$ cat src/rtl/per_bus_pkg.sv
// Shared types and helpers for masters on the 16-bit peripheral bus.
package per_bus_pkg;

    typedef enum logic [1:0] {
        IDLE = 2'd0,
        RD   = 2'd1,
        WR   = 2'd2,
        DONE = 2'd3
    } state_t;

    localparam logic [1:0] PER_WE_READ = 2'b00;
    localparam logic [1:0] PER_WE_WORD = 2'b11;

    typedef logic [13:0] per_addr_t;

    // Row-major element address; wraps silently modulo 2^14.
    function automatic per_addr_t elem_addr(input per_addr_t base, input int unsigned row,
                                            input int unsigned col, input int unsigned n);
        return per_addr_t'(32'(base) + row * n + col);
    endfunction

endpackage

$ cat src/rtl/per_idx_counter.sv
// Nested row/column index counter over an N x N element grid, row-major order.
module per_idx_counter #(
    parameter int N = 4,
    localparam int CW = (N > 1) ? $clog2(N) : 1
) (
    input  logic          mclk,
    input  logic          puc_rst,
    input  logic          clr,
    input  logic          inc,
    output logic [CW-1:0] r,
    output logic [CW-1:0] c,
    output logic          last
);

    localparam logic [CW-1:0] MAX = CW'(N - 1);

    assign last = (r == MAX) && (c == MAX);

    always_ff @(posedge mclk or posedge puc_rst) begin
        if (puc_rst) begin
            r <= '0;
            c <= '0;
        end else if (clr) begin
            r <= '0;
            c <= '0;
        end else if (inc) begin
            if (c == MAX) begin
                c <= '0;
                r <= (r == MAX) ? '0 : r + 1'b1;
            end else begin
                c <= c + 1'b1;
            end
        end
    end

endmodule

$ cat src/rtl/per_transpose_master.sv
// Peripheral-bus master: reads an N x N word matrix row-major and writes it
// back transposed, one bus cycle per clock, alternating read/write.
module per_transpose_master
    import per_bus_pkg::*;
#(
    parameter int        N        = 4,
    parameter per_addr_t SRC_BASE = 14'h088,
    parameter per_addr_t DST_BASE = 14'h090
) (
    input  logic        mclk,
    input  logic        puc_rst,
    input  logic        start,
    output logic        busy,
    output logic        done,
    output logic [13:0] per_addr,
    output logic [15:0] per_din,
    output logic        per_en,
    output logic [1:0]  per_we,
    input  logic [15:0] per_dout
);

    localparam int CW = (N > 1) ? $clog2(N) : 1;
    localparam logic [CW-1:0] MAX = CW'(N - 1);

    state_t        state_reg, state_next;
    logic [CW-1:0] r, c, r_next, c_next;
    logic          last, cnt_clr, cnt_inc;
    logic [15:0]   hold_reg, hold_next;
    per_addr_t     addr_next;
    logic          en_next, busy_next, done_next;
    logic [1:0]    we_next;

    per_idx_counter #(.N(N)) u_idx (
        .mclk    (mclk),
        .puc_rst (puc_rst),
        .clr     (cnt_clr),
        .inc     (cnt_inc),
        .r       (r),
        .c       (c),
        .last    (last)
    );

    // hold is only non-zero during WR, so it doubles as the registered write data.
    assign per_din = hold_reg;

    // Coordinates the counter will hold after the next increment; needed so the
    // following RD address can be registered at the same edge.
    always_comb begin
        r_next = r;
        c_next = c + 1'b1;
        if (c == MAX) begin
            c_next = '0;
            r_next = r + 1'b1;
        end
    end

    always_comb begin
        state_next = state_reg;
        addr_next  = '0;
        en_next    = 1'b0;
        we_next    = PER_WE_READ;
        busy_next  = 1'b0;
        done_next  = 1'b0;
        hold_next  = '0;
        cnt_clr    = 1'b0;
        cnt_inc    = 1'b0;
        case (state_reg)
            IDLE: begin
                if (start) begin
                    state_next = RD;
                    cnt_clr    = 1'b1;
                    en_next    = 1'b1;
                    busy_next  = 1'b1;
                    addr_next  = SRC_BASE;
                end
            end
            RD: begin
                state_next = WR;
                en_next    = 1'b1;
                we_next    = PER_WE_WORD;
                busy_next  = 1'b1;
                hold_next  = per_dout;
                addr_next  = elem_addr(DST_BASE, 32'(c), 32'(r), N);
            end
            WR: begin
                if (last) begin
                    state_next = DONE;
                    done_next  = 1'b1;
                end else begin
                    state_next = RD;
                    cnt_inc    = 1'b1;
                    en_next    = 1'b1;
                    busy_next  = 1'b1;
                    addr_next  = elem_addr(SRC_BASE, 32'(r_next), 32'(c_next), N);
                end
            end
            DONE: state_next = IDLE;
            default: state_next = IDLE;
        endcase
    end

    always_ff @(posedge mclk or posedge puc_rst) begin
        if (puc_rst) begin
            state_reg <= IDLE;
            hold_reg  <= '0;
            per_addr  <= '0;
            per_en    <= 1'b0;
            per_we    <= PER_WE_READ;
            busy      <= 1'b0;
            done      <= 1'b0;
        end else begin
            state_reg <= state_next;
            hold_reg  <= hold_next;
            per_addr  <= addr_next;
            per_en    <= en_next;
            per_we    <= we_next;
            busy      <= busy_next;
            done      <= done_next;
        end
    end

endmodule

$ cat config.mk
export PLATFORM = sky130hd
export DESIGN_NAME = per_transpose_master
export DESIGN_NICKNAME = d
export VERILOG_FILES = /design/src/rtl/per_bus_pkg.sv /design/src/rtl/per_idx_counter.sv /design/src/rtl/per_transpose_master.sv
export SDC_FILE = /design/constraint.sdc
export NUM_CORES = 1
export LEC_CHECK = 0
export CAP_MARGIN = 10
export CELL_PAD_IN_SITES_DETAIL_PLACEMENT = 1
export CELL_PAD_IN_SITES_GLOBAL_PLACEMENT = 1
export CORE_ASPECT_RATIO = 0.6
export CORE_MARGIN = 1.5
export CORE_UTILIZATION = 33
export CTS_CLUSTER_DIAMETER = 30
export DETAILED_ROUTE_END_ITERATION = 7
export GPL_TIMING_DRIVEN = 0
export PLACE_DENSITY_LB_ADDON = 0.12
export SLEW_MARGIN = 10
export SYNTH_ARGS = -nofsm -noshare
export SYNTH_HDL_FRONTEND = slang
export SYNTH_SLANG_ARGS = --single-unit
$ cat constraint.sdc
create_clock -name mclk -period 3.95 [get_ports mclk]
set_clock_uncertainty 0.2 [all_clocks]
set_input_delay 0.5925 -clock mclk [delete_from_list [all_inputs] [get_ports mclk]]
set_output_delay 0.5925 -clock mclk [all_outputs]
set_load 0.05 [all_outputs]
==> metrics.txt <==
number of synthesized flops with an enable pin=0; sw power=0.717 mW; post-synthesis cell type count=27; final clock period utilization by the worst path=between 50% and 60%; die height=50.7 um; Largest register FFs=16; most area-consuming cells after synthesis=dfrtp_1 (60%), and2_1 (8.0%), buf_4 (7.2%), mux2i_1 (3.2%), ha_1 (3.0%); Worst-path clk slew=0.06 ns; setup total negative slack=0 ns; Synth async-reset ratio=100%; initial antenna violation count=0; top post-synthesis cells by count=dfrtp_1 (30), and2_1 (16), buf_4 (12); post-synthesis mux area share=~3.2%; CP peak stage delay=about 0.8 ns; Synth Area in Adders=3.00%; Slew @ Worst Pin=0.620 ns; chip width=82.5 um; # DRC=0; Worst EP arrival=1.57 ns; Die Footprint=4180 um^2; Main synth FF type=dfrtp_1; outcome=complete, no violations; Worst Path Max Fanout=3; H-tree depth=2; detailed router's first-iteration violation count=21; Initial Util=34.4%; Worst Path Buf+Inv=2; RSZ-0062 raised after global routing=false; Finished Core Util=52.1%; Post-Syn Instances=106; critical path capture point type=output port; most common cell in the netlist=dfrtp_1; TritonCTS buffer count=5; first-pass detailed-route iteration total=3; CTS resizes=0; Yosys top cell by area=dfrtp_1; fmax=0.423 GHz; average wire per standard cell=13.1 um; main combinational cell family by area after synthesis=simple AND/OR/NAND/NOR gates; Hold Fails Final Rpt=0; gr ovfl total=0; Root Buffer=clkbuf_8; Syn. warnings=0; combinational power share=52.4%; CTS tree=built; via count=930; Layout area overhead=51.7%; max cap viols=0; Critical Path RT=3.16 ns; global-route wire length before repair=4530 um; endpoints failing setup=0; largest net degree at the start of global routing=31; Slew headroom=58.6%; I/O pins=54; flops & latches, synth=30; post-route ant nets=0; fin. max-slew vios=0; VDD IR-drop max=0.320 mV; CP max-delay cell=clkdlybuf4s50_1; All-Layer GR Usage=15.0%; routability cong.=approximately 0.77; Clk pwr share=18.0%; hold buffers post-CTS=0; Vias/cell=4.37; syn avg cell area=11.8 um^2; Clock Sink Count=30; critical path's top delay family=buffers and inverters; fillers=402; worst hold-check path type=reg -> reg; worst skew pair latency=roughly 0.27 ns; Clock Tree Buf Depth=2; sequential share of the synthesized area=60.1%; Rows=17; Synth Area in Compound Gates=7.31%; fraction of layout cells with a size suffix above 1=between 10% and 20%; Post-DP HPWL=2080 um; share of the synthesized area in the top cell type=60.1%; Sw Share=45.1%; Routed WL=between 2000 and 3000 um; simple logic cell fraction of the synthesized area=16.1%; Flop pwr share=29.6%; critical path launch point type=register; critical path class=reg -> out; Lkg Pwr=approximately 0.88 nW; Post-CTS Setup Inserts=0; xor/xnor share of the synthesized area=less than 1%; Fin Hold WS=roughly 0.4 ns; Overall Power=roughly 1.6 mW; vias in the first global route=1,015; post-route minimum period=about 2.4 ns; Syn Std Cell Area=1250 um^2; antenna fix cells=0; Nets=between 150 and 200; critical path, cell by cell=buf_4, clkdlybuf4s50_1; P_int=0.873 mW; port bufs=between 40 and 50; Cell Pwr Density=839 nW/um^2; core region area=3640 um^2
==> per-stage QoR <==
stage | instances | setup WS [ns] | cell area, um^2
2_1_floorplan | 113 | 2.25 | 1280
3_3_place_gp | 205 | 1.79 | 1790
3_5_place_dp | 205 | 1.73 | 1790
4_1_cts | 213 | 1.56 | 1900
5_1_grt | 213 | 1.53 | 1900
6_report | 213 | 1.59 | 1900
==> placed cells by master, fill, tap and decap left out, drive strengths merged, types with 4 or more instances in the layout <==
cell | netlist | layout
conb | 1 | 8
clkbuf | 0 | 8
nand2 | 8 | 8
and2 | 16 | 16
o21ai | 6 | 6
dfrtp | 30 | 30
mux2i | 4 | 4
clkdlybuf4s50 | 0 | 45
buf | 15 | 15
==> power by group through the flow <==
stage          sequential, mW  clock (mW)  combinational, mW
2_1_floorplan           0.762           0              0.272
3_3_place_gp            0.471           0              0.827
3_5_place_dp            0.476           0              0.838
4_1_cts                 0.473       0.292              0.841
5_1_grt                 0.484       0.309              0.880
6_report                0.471       0.286              0.833
==> cell families after synthesis <==
| family | after synthesis |
|---|---|
| other | 1 |
| multiplexers | 4 |
| AO/OA/AOI/OAI | 13 |
| AND/OR/NAND/NOR | 36 |
| adder cells (fa/ha/maj) | 3 |
| XOR/XNOR | 1 |
| flip-flops | 30 |
| buffers and inverters | 18 |
==> routing by layer <==
metal  global-route usage [%]  up-vias  wire length [um]
met5                        0        -                 0
met4                     4.24        0                20
met3                     6.91        2               189
met2                     22.4       33              1280
met1                     19.4      455              1290
li1                         -      440                 -
==> path summary, 6_finish.rpt <==
path                              from          end  slack [ns]  cells past startpoint
setup / recovery           per_addr[7]       per_en        1.59                      2
hold / removal              u_idx.c[0]  per_addr[0]        0.41                      1
setup reg to reg            u_idx.c[0]  per_addr[3]        2.33                      5
hold reg to reg             u_idx.c[0]  per_addr[0]        0.41                      1
max in group asynchronous      puc_rst   per_din[4]        2.62                      2
min in group asynchronous      puc_rst   per_din[9]        0.52                      2
==> area by class of cell <==
cell class | count | area, um^2 | share of cell area, %
sequential | 30 | 751 | 39.6
timing repair buffer | 45 | 450 | 23.8
multi-input combinational | 65 | 409 | 21.6
clock buffer | 8 | 110 | 5.81
buffer | 15 | 105 | 5.54
tap | 47 | 58.8 | 3.10
inverter | 3 | 11.3 | 0.594
Note: power is estimated with default switching activity, not from simulation.
